`src/rtl/lock_controller.sv`:
```
// Initiator side of the locked-register protection interface: sticky lock,
// key-authenticated debug window with timeout, and failed-attempt lockout.
module lock_controller #(
  parameter logic [15:0] KEY          = 16'hA5C3,
  parameter int          MAX_ATTEMPTS = 3,
  parameter int          CHAL_CYCLES  = 16,
  parameter int          DEBUG_CYCLES = 8,
  localparam int         FW           = $clog2(MAX_ATTEMPTS + 1)
) (
  input  logic          clk,
  input  logic          reset,
  input  logic          lock_req,
  input  logic          unlock_req,
  input  logic          key_valid,
  input  logic [15:0]   key_in,
  input  logic          debug_exit,
  output logic          lock_status,
  output logic          debug_unlocked,
  output logic [FW-1:0] fail_count,
  output logic          lockout,
  output logic          chal_active
);

  localparam int TMAX = (CHAL_CYCLES > DEBUG_CYCLES) ? CHAL_CYCLES : DEBUG_CYCLES;
  localparam int TW   = $clog2(TMAX + 1);
  localparam logic [FW-1:0] MAX_F = FW'(MAX_ATTEMPTS);

  typedef enum logic [2:0] {
    S_UNLOCKED, S_LOCKED, S_CHALLENGE, S_DEBUG, S_LOCKOUT
  } state_t;

  state_t          state_q, state_d;
  logic [TW-1:0]   tmr_q, tmr_d;
  logic [FW-1:0]   fail_q, fail_d;
  logic            lock_q, lock_d;
  logic            dbg_q, dbg_d;
  logic            lko_q, lko_d;
  logic            chal_q, chal_d;
  logic            fail_hit;

  always_comb begin
    state_d  = state_q;
    tmr_d    = tmr_q;
    fail_d   = fail_q;
    fail_hit = 1'b0;
    case (state_q)
      S_UNLOCKED: if (lock_req) state_d = S_LOCKED;
      S_LOCKED: begin
        if (unlock_req) begin
          state_d = S_CHALLENGE;
          tmr_d   = TW'(CHAL_CYCLES);
        end
      end
      S_CHALLENGE: begin
        tmr_d = tmr_q - TW'(1);
        // A presented key always wins over a simultaneous timeout.
        if (key_valid) begin
          if (key_in == KEY) begin
            state_d = S_DEBUG;
            fail_d  = '0;
            tmr_d   = TW'(DEBUG_CYCLES);
          end else begin
            fail_hit = 1'b1;
          end
        end else if (tmr_q <= TW'(1)) begin
          fail_hit = 1'b1;
        end
        if (fail_hit) begin
          fail_d  = (fail_q == MAX_F) ? fail_q : fail_q + FW'(1);
          state_d = (fail_d == MAX_F) ? S_LOCKOUT : S_LOCKED;
        end
      end
      S_DEBUG: begin
        tmr_d = tmr_q - TW'(1);
        // Timer holds N on the first cycle, so leaving at 1 gives exactly N cycles.
        if (debug_exit || tmr_q <= TW'(1)) state_d = S_LOCKED;
      end
      S_LOCKOUT: state_d = S_LOCKOUT;
      default:   state_d = S_UNLOCKED;
    endcase

    lock_d = (state_d != S_UNLOCKED);
    dbg_d  = (state_d == S_DEBUG);
    lko_d  = (state_d == S_LOCKOUT);
    chal_d = (state_d == S_CHALLENGE);
  end

  always_ff @(posedge clk or posedge reset) begin
    if (reset) begin
      state_q <= S_UNLOCKED;
      tmr_q   <= '0;
      fail_q  <= '0;
      lock_q  <= 1'b0;
      dbg_q   <= 1'b0;
      lko_q   <= 1'b0;
      chal_q  <= 1'b0;
    end else begin
      state_q <= state_d;
      tmr_q   <= tmr_d;
      fail_q  <= fail_d;
      lock_q  <= lock_d;
      dbg_q   <= dbg_d;
      lko_q   <= lko_d;
      chal_q  <= chal_d;
    end
  end

  assign lock_status    = lock_q;
  assign debug_unlocked = dbg_q;
  assign fail_count     = fail_q;
  assign lockout        = lko_q;
  assign chal_active    = chal_q;

endmodule

```
`config.mk`:
```
export PLATFORM = sky130hd
export DESIGN_NAME = lock_controller
export DESIGN_NICKNAME = d
export VERILOG_FILES = /design/src/rtl/lock_controller.sv
export SDC_FILE = /design/constraint.sdc
export NUM_CORES = 1
export LEC_CHECK = 0
export ABC_CLOCK_PERIOD_IN_PS = 2300
export BUFFER_PORTS_ARGS = -buffer_cell sky130_fd_sc_hd__buf_2
export CORE_MARGIN = 2
export CORE_UTILIZATION = 45
export CTS_CLUSTER_DIAMETER = 120
export CTS_CLUSTER_SIZE = 12
export DETAILED_ROUTE_END_ITERATION = 10
export HOLD_SLACK_MARGIN = 0.1
export PLACE_DENSITY = 0.73
export SYNTH_ARGS = -nofsm -noshare
export SYNTH_HDL_FRONTEND = slang
export SYNTH_SLANG_ARGS = --single-unit
```
`constraint.sdc`:
```
create_clock -name clk -period 2.3 [get_ports clk]
set_clock_uncertainty 0.1 [all_clocks]
set_input_delay 0.345 -clock clk [delete_from_list [all_inputs] [get_ports clk]]
set_output_delay 0.345 -clock clk [all_outputs]
set_load 0.1 [all_outputs]
```
# After elaboration in Yosys (flattened, before gate mapping)
# Cells that the tools add are included.
[word_totals]
regBits = 14
input_bits = 22
out_inout_bits = 6
wordCells = 49
[op_classes]
n_addsub = 2
order_cmp = 1
eq_ne = 11
muxes = 20
reduce_logical = 8
[ops]
columns = ["operator", "count"]
rows = [
  ["3-bit 2-to-1 mux", 7],
  ["16-bit equality test, second input constant", 1],
  ["5-bit 2-to-1 mux", 3],
  ["3-bit case mux with 5 select lines", 1],
  ["5-bit case mux with 3 select lines", 1],
  ["3-bit by 2-bit equality test with 1-bit output, second input constant", 4],
  ["2-bit 2-to-1 mux", 4],
  ["3-bit equality test, second input constant", 2],
  ["3-bit nonzero test", 2],
  ["5-bit by 1-bit less-or-equal comparator with 1-bit output, second input constant", 1],
  ["5-bit by 1-bit subtractor with 5-bit output, second input constant", 1],
  ["2-bit equality test, second input constant", 2],
  ["1-bit 2-to-1 mux", 4],
  ["2-bit nonzero test", 2],
  ["3-bit by 1-bit equality test with 1-bit output, second input constant", 1],
  ["3-bit zero test", 1],
  ["3-bit AND reduction", 1],
  ["2-bit by 1-bit adder with 2-bit output, second input constant", 1],
  ["2-bit != test, second input constant", 1],
  ["2-bit AND reduction", 1],
  ["1-bit logical OR", 1],
]

# Logic depth before layout (Yosys ltp)
# Gate-level depths: netlist (run 1).
[depth]
depth_word = 7
depth_mapped = 8
ltp_nobuf = 8

# Worst setup path before layout (run 1)
# OpenSTA, ideal clock, no wires.
[synth_path]
kind = "register -> register"
startpoint = "register fail_q[1] (netlist: fail_count[1])"
endpoint = "register lock_q (netlist: lock_status)"
arrival_ns = 1.534
required_ns = 2.130
slack_ns = 0.596
stages_incl_launch_ff = 5
n_path_buf = 0
cell_sequence = "dfrtp_1 > nand2_1 > nor4_1 > a21o_1 > nand3b_1"
[synth_between]
elab_chain_len = 7
[synth_lines]
columns = ["element", "line", "source"]
rows = [
  ["from (decl)", "34", "logic [FW-1:0] fail_q, fail_d;"],
  ["from (signal assigned)", "100", "fail_q <= fail_d;"],
  ["2-bit by 1-bit adder with 2-bit output / 2-bit equality test (equally long branches)", "69", "fail_d = (fail_q == MAX_F) ? fail_q : fail_q + FW'(1);"],
  ["2-bit 2-to-1 mux *", "69", ""],
  ["2-bit equality test *", "70", "state_d = (fail_d == MAX_F) ? S_LOCKOUT : S_LOCKED;"],
  ["3-bit 2-to-1 mux *", "70", ""],
  ["3-bit 2-to-1 mux *", "68", "if (fail_hit) begin"],
  ["3-bit case mux with 5 select lines *", "46", "case (state_q)"],
  ["named net state_d[2]", "32", "state_t state_q, state_d;"],
  ["3-bit nonzero test *", "82", "lock_d = (state_d != S_UNLOCKED);"],
  ["named net lock_d", "35", "logic lock_q, lock_d;"],
  ["to (signal assigned)", "101", "lock_q <= lock_d;"],
  ["to (decl)", "35", ""],
]
# The timed path passes the listed nets; every way through them passes the cells marked *.
# A chain may end at the register's enable or synchronous reset.

# Worst setup path in the final report (run 1)
[layout_path]
startpoint = "register tmr_q[1]"
endpoint = "register chal_q (netlist: chal_active)"
[layout_between]
elab_chain_len = 7
[layout_lines]
columns = ["element", "line", "source"]
rows = [
  ["from (decl)", "33", "logic [TW-1:0] tmr_q, tmr_d;"],
  ["from (signal assigned)", "99", "tmr_q <= tmr_d;"],
  ["5-bit by 1-bit less-or-equal comparator with 1-bit output *", "65, 76", ""],
  ["1-bit 2-to-1 mux", "65", "end else if (tmr_q <= TW'(1)) begin"],
  ["1-bit 2-to-1 mux", "57", "if (key_valid) begin"],
  ["1-bit 2-to-1 mux", "46", ""],
  ["3-bit 2-to-1 mux", "68", ""],
  ["3-bit case mux with 5 select lines *", "46", ""],
  ["named net state_d[0]", "32", ""],
  ["3-bit by 2-bit equality test with 1-bit output *", "85", "chal_d = (state_d == S_CHALLENGE);"],
  ["named net chal_d", "38", "logic chal_q, chal_d;"],
  ["to (signal assigned)", "104", "chal_q <= chal_d;"],
  ["to (decl)", "38", ""],
]
# The timed path passes the listed nets; every way through them passes the cells marked *. The select of a mux whose other input is x is not followed.

==> results.cfg, run 1 <==
[outcome]
status = finished clean

[worst_setup_path]
cp-end-kind = flop
r2r_cells = 8
r2r_slack_ps = 490
cp.required_ps = 2420
cp.arrival_ps = 1930
criticalPathCategory = flop to flop
start_kind = flop
worst-path-max-fanout = 4
reg2reg_from = tmr_q[1]
crit_start = tmr_q[1]
r2r-end = chal_active

[flow_run]
drv_cap = 0

[cts]
worst_skew_pair.late_latency_ps = 280
numCtsBuffers = 3
clock-sinks = 14
htreeDepth = 1
cts_buffer_depth = 2
cts_resized = 0
cts_tree = done
path_clk_slew_ps = 90
cts-root-buf = clkbuf_4

[detailed_routing]
routed_wl_um = 1730
drtIter0Drc = 25
drc = 0
ant_nets = 0
via_per_inst = 5.44
dr.pass1.iters = 4
avgRoutedWirePerCell_um = 12.9
dr_total_vias = 729

[pwr]
p_leak_nw = 0.496
swShare_pct = 54.0
peakVddDrop_uv = 913
clkPwrFrac_pct = 12.3
powerDensity_nw_per_um2 = 1480
power_frac_comb_pct = 55.6
total_power_mw = 1.44
cell_internal_pwr_mw = 0.664
seq_power_share_pct = 32.1
p_sw_mw = 0.779

[yosys]
synth_top_cells_by_count = dfrtp_1 (14), nor2_1 (10)
synth_top_area_share_pct = 44.6
synth_edf_count = 0
ys_seq_area_share_pct = 44.6
synth-seq-cells = 14
synth.cell_area_um2 = 786
avgSynthCellArea_um2 = 9.03
synthArstFlopShare_pct = 100
synth_cells = 87
synth_top_area_cell = dfrtp_1
synth_nets = 111
synth_most_common_cell = dfrtp_1
yosysUniqueCellTypes = 30
synth_area_leaders = dfrtp_1 (45%), and4bb_1 (4.8%), nor2_1 (4.8%)
synth.yosys.warnings = 0
ys.flop_type = dfrtp_1

[min_path]
hold_class = input port to flop
worstHoldEndpoint = state_q[0]
holdPathStages = 5
hold_start = lock_req

[floorplan]
pin_count = 28
die_x_um = 45.8
dieArea_um2 = 2100
core_um2 = 1690
start_util_pct = 46.5
rows = 15
die_h_um = 45.8

[timing]
slew_headroom_pct = 65.4
slew_viol_final = 0
tns_ps = 0
hold_viol_final = 0
min_period_ps = 1810
tightest_slew_ps = 519
setup_viol = 0
fmaxAchievable_mhz = 552
rsz0062_at_grt = false
timing.final.crit_share_pct = 78.7

[final_layout]
drive_above_1_share_pct = 28.2
area_growth_syn_to_layout_pct = 23.9
final_nets = 142
num_antenna_cells = 0
final_core_util_pct = 57.6

[grt]
overflow = 0
antenna_found_initial = 0
track_usage_pct = 20.0
top_usage_layer = met2
use_met3_pct = 4.76
use_met1_pct = 23.9
grt_pass1_wl_um = 2950
grt_max_degree = 15
grt.met2_usage_pct = 34.9
grt_pass1_vias = 703

[placement]
dpl.hpwl_um = 1380
io_buffers = 27
routabilityCongestion = 0.824
-- how the worst max path moves through the flow --
| stage | to | slack (ps) | cells after the start |
|---|---|---|---|
| floorplan | lock_status | 600 | 4 |
| global placement | tmr_q[2] | 510 | 6 |
| detailed placement | chal_active | 480 | 8 |
| CTS | chal_active | 460 | 8 |
| global route | chal_active | 240 | 8 |
| finish | chal_active | 490 | 8 |
-- what timing repair did --
item,in CTS,in global routing
endpoints found under the hold margin,14,0
hold buffers,1,0
buffers inserted,0,0
-- cell usage in the layout (no fill, tap or decap) --
master,count
a21boi_0,1
a21o_1,2
a21oi_1,7
a22oi_1,1
a2bb2oi_1,1
a31oi_1,1
and4bb_1,3
buf_2,27
clkbuf_4,3
clkbuf_8,1
dfrtp_1,14
dlygate4sd3_1,1
ha_1,2
inv_1,7
nand2_1,7
nand2b_1,4
nand3b_1,1
nand4b_1,1
nor2_1,10
nor2b_1,2
nor3_1,3
nor3b_1,1
nor4_1,1
o2111ai_1,1
o21ai_0,7
o21ai_1,1
o21bai_1,2
o22a_1,1
o311ai_1,1
or2_1,1
or2_2,1
or3b_4,1
-- flip-flops by register name, indices dropped and copies added (netlist names) --
signal / cells
tmr_q: 5
lockout: 1
fail_count: 2
chal_active: 1
state_q: 3
lock_status: 1
debug_unlocked: 1
-- cell families after synthesis --
| logic type | share of synthesized area [%] |
|---|---|
| AO/OA/AOI/OAI | 20.5 |
| adder cells (fa/ha/maj) | 3.18 |
| buffers and inverters | 5.25 |
| flip-flops | 44.6 |
| AND/OR/NAND/NOR | 26.4 |
-- worst max-delay path: stages, from the launching register on --
cell and delay [ps]:
dfrtp_1 400, inv_1 80, ha_1 170, o21bai_1 160, a21oi_1 260, nor3_1 100, a21oi_1 280, inv_1 90
nor2_1 100
-- per-layer routing --
layer | share of wire (%) | vias up
li1 | - | 369
met1 | 44 | 344
met2 | 51 | 12
met3 | 3.6 | 4
met4 | 0.81 | 0
met5 | 0 | -
-- power by group through the flow --
| stage | registers, mW | logic, mW | clock network, mW |
|---|---|---|---|
| finish | 0.463 | 0.801 | 0.178 |
| global route | 0.482 | 0.875 | 0.194 |
| CTS | 0.464 | 0.811 | 0.182 |
| detailed placement | 0.469 | 0.806 | 0 |
| global placement | 0.465 | 0.789 | 0 |
| floorplan | 0.774 | 0.340 | 0 |
-- per-stage QoR --
step / hold WS [ps] / area (um^2) / instances / worst slack, ps
6_report: 363 / 973 / 134 / 490
3_3_place_gp: 307 / 927 / 129 / 509
3_5_place_dp: 310 / 927 / 129 / 483
4_1_cts: 362 / 973 / 134 / 457
2_1_floorplan: 134 / 786 / 87 / 596
5_1_grt: 455 / 973 / 134 / 245
-- cell type report --
class                   instances  area [um^2]
clock buffers                   4         36.3
well taps                      17         21.3
fillers                       165          716
multi-input cells              64          394
inverters                       7         26.3
flip-flops and latches         14          350
repair buffers                 28          145
Power figures use the tool's default switching activity.
==> run 2, diff against run 1 <==
==> config.mk (replaced) <==
export PLATFORM = sky130hd
export DESIGN_NAME = lock_controller
export DESIGN_NICKNAME = d
export VERILOG_FILES = /design/src/rtl/lock_controller.sv
export SDC_FILE = /design/constraint.sdc
export NUM_CORES = 1
export LEC_CHECK = 0
export ABC_AREA = 1
export ABC_CLOCK_PERIOD_IN_PS = 1450
export BUFFER_PORTS_ARGS = -buffer_cell sky130_fd_sc_hd__buf_2
export CORE_MARGIN = 2
export CORE_UTILIZATION = 44
export CTS_CLUSTER_DIAMETER = 120
export CTS_CLUSTER_SIZE = 12
export DETAILED_ROUTE_END_ITERATION = 10
export HOLD_SLACK_MARGIN = 0.1
export PLACE_DENSITY = 0.74
export SYNTH_ARGS = -nofsm -noshare
export SYNTH_HDL_FRONTEND = slang
export SYNTH_SLANG_ARGS = --single-unit
==> constraint.sdc (replaced) <==
create_clock -name clk -period 1.45 [get_ports clk]
set_clock_uncertainty 0.1 [all_clocks]
set_input_delay 0.2175 -clock clk [delete_from_list [all_inputs] [get_ports clk]]
set_output_delay 0.2175 -clock clk [all_outputs]
set_load 0.1 [all_outputs]
==> run 2 against run 1 <==
Effect of this change: the flow now finishes with violations (setup timing); count of clock-buffer cells in the layout is the same; via count grew 11%; cell area grew 20%; global-route usage shrank 0.078 points; worst setup slack lost 500 ps; critical path depth grew 2; synthesized cell count grew 29%; critical path type unchanged; critical endpoint is now fail_count[0].
==> results.cfg, run 2 <==
[timing]
slew_viol_final = 0
slew_headroom_pct = 63.5
fmaxAchievable_mhz = 683
setup_viol = 3
final.setup.worst_slack_ps = -13.6
min_period_ps = 1460
rsz0062_at_grt = true
timing.final.crit_share_pct = 101
hold_viol_final = 0
tightest_slew_ps = 546

[cts]
cts_buffer_depth = 2
path_clk_slew_ps = 80
clock-sinks = 14
htreeDepth = 1
cts_tree = done
cts-root-buf = clkbuf_4
numCtsBuffers = 3
worst_skew_pair.late_latency_ps = 280

[final_layout]
final_cells = 176
nFillCells = 157
drive_above_1_share_pct = 48.3
area_growth_syn_to_layout_pct = 36.6
final_nets = 176
multi_input_area_um2 = 465
num_antenna_cells = 0
stdcell_area_um2 = 1170
regArea_um2 = 354
final_core_util_pct = 65.7
largest_reg_flops = 5
top_register = tmr_q
layout_commonest_cell = buf_2
layout_common_cells = buf_2 (27), nand2_1 (20), inv_1 (14)

[yosys]
synth_nets = 136
synth_cells = 112
synthArstFlopShare_pct = 100
ys_seq_area_share_pct = 40.9
synth_edf_count = 0
synth_top_area_share_pct = 40.9
synth_top_area_cell = dfrtp_1
synth_top_cells_by_count = nand2_1 (22), inv_1 (17), dfrtp_1 (14)
synth_most_common_cell = nand2_1
avgSynthCellArea_um2 = 7.65
synth-seq-cells = 14
ys.flop_type = dfrtp_1
yosysUniqueCellTypes = 23
synth.yosys.warnings = 0
synth.cell_area_um2 = 857
synth_area_leaders = dfrtp_1 (41%), nand2_1 (9.6%), inv_1 (7.4%)

[detailed_routing]
routed_wl_um = 1900
dr.pass1.iters = 4
ant_nets = 0
avgRoutedWirePerCell_um = 10.8
drc = 0
via_per_inst = 4.60
drtIter0Drc = 13
dr_total_vias = 810

[flow_run]
drv_cap = 0

[grt]
grt_pass1_wl_um = 3100
track_usage_pct = 19.9
overflow = 0
grt_max_degree = 15
grt_pass1_vias = 808
antenna_found_initial = 0

[floorplan]
rows = 15
pin_count = 28
dieArea_um2 = 2320
die_h_um = 48.1
die_x_um = 48.1
core_um2 = 1780
start_util_pct = 48.1

[worst_setup_path]
cp-end-kind = flop
start_kind = flop
critical_path.cell_chain = inv_2, ha_4, inv_2, nand2_2, nand2_4, nand2_2, nand2_2, or2_1, o21ai_2, nor2_1
criticalPathCategory = flop to flop
max_stage_delay_ps = 400
crit_top_cell = nand2_2
cpMaxStageDelayCell = dfrtp_1
worst-path-max-fanout = 4
cp.required_ps = 1520
cp.arrival_ps = 1540

[pwr]
powerDensity_nw_per_um2 = 621
peakVddDrop_uv = 586
p_leak_nw = 0.642

[placement]
io_buffers = 27
routabilityCongestion = 0.772
dpl.hpwl_um = 1420
dpl.cell_count = 169
dp_worst_setup_slack_ps = -67.7
placed_area_um2 = 1060

[outcome]
violations = setup timing
status = finished, violations left

[min_path]
hold_class = input port to flop
[run 2: changes by cell type in the layout (fill, tap and decap cells not counted), sizes merged, moves of 2 or more]
cell	before	now
nor2b	2	0
nor2	10	16
inv	7	23
nand2b	4	0
nand2	7	29
a21oi	7	4
o21ai	8	5
buf	27	34
nand3	0	8
a21o	2	0
and4bb	3	0
xor2	0	2
[run 2: per-stage QoR]
step                TNS (ps)  power (mW)  hold WS [ps]
global placement       -24.4       0.449           179
finish                 -27.4       0.727           188
floorplan                  0       0.418          6.58
global route            -415       0.764           203
CTS                    -11.3       0.736           177
detailed placement      -218       0.450           191
[run 2: worst max-delay path, delay by kind of cell, from the launching register on]
kind	cells	cell delay [ps]
and+or+nand+nor	6	540
AOI/OAI and AO/OA	1	60
DFF	1	400
buffers and inverters	2	120
adders and majority gates	1	130
[run 2: metal layers]
layer	global-route usage (%)	vias to the layer above	share of wire, %
met1	20.3	373	43
met3	7.04	4	3.6
met4	12.4	0	2.1
li1	-	421	-
met2	34.7	12	51
met5	0	-	0
[run 2: path summary, 6_finish.rpt]
| check | start | endpoint | slack [ps] | cells after the start |
|---|---|---|---|---|
| setup reg to reg | tmr_q[1] | fail_count[0] | -10 | 10 |
| setup / recovery | tmr_q[1] | fail_count[0] | -10 | 10 |
| hold reg to reg | fail_count[1] | fail_count[0] | 440 | 2 |
| hold / removal | unlock_req | tmr_q[2] | 190 | 4 |
| max in group asynchronous | reset | state_q[2] | 440 | 3 |
| min in group asynchronous | reset | tmr_q[4] | 420 | 3 |
[run 2: timing repair]
action                     4_1_cts  5_1_grt
gates resized for setup          9        7
cloned                           0        0
pin swaps                        5        2
hold buffers                     1        0
hold endpoints to repair        14        0
setup endpoints to repair        5        6
setup buffers                    1        1
[run 2: final cells by class]
cell class / instances / share of cell area [%]
Clock buffer: 4 / 3.10
Inverter: 23 / 7.37
Multi-Input combinational cell: 75 / 39.7
Sequential cell: 14 / 30.2
Tap cell: 25 / 2.67
Timing Repair Buffer: 35 / 16.9
[run 2: cell families (layout without fill, tap and decap cells)]
family	count (synthesis)	in the layout	share of synthesized area [%]
AOI/OAI and AO/OA	12	12	8.47
adders and majority gates	2	2	2.92
xor gates and xnor gates	2	2	2.04
and+or+nand+nor	59	59	35.6
DFF	14	14	40.9
buffers and inverters	23	62	10.1
[run 2: power by group]
group	switching, mW	internal (mW)	leakage (nW)	total (mW)
sequential	0.000000824	0.390	0.157	0.390
clock	0.126	0.153	0.0210	0.279
combinational	0.0280	0.0296	0.464	0.0576
total	0.154	0.572	0.642	0.727
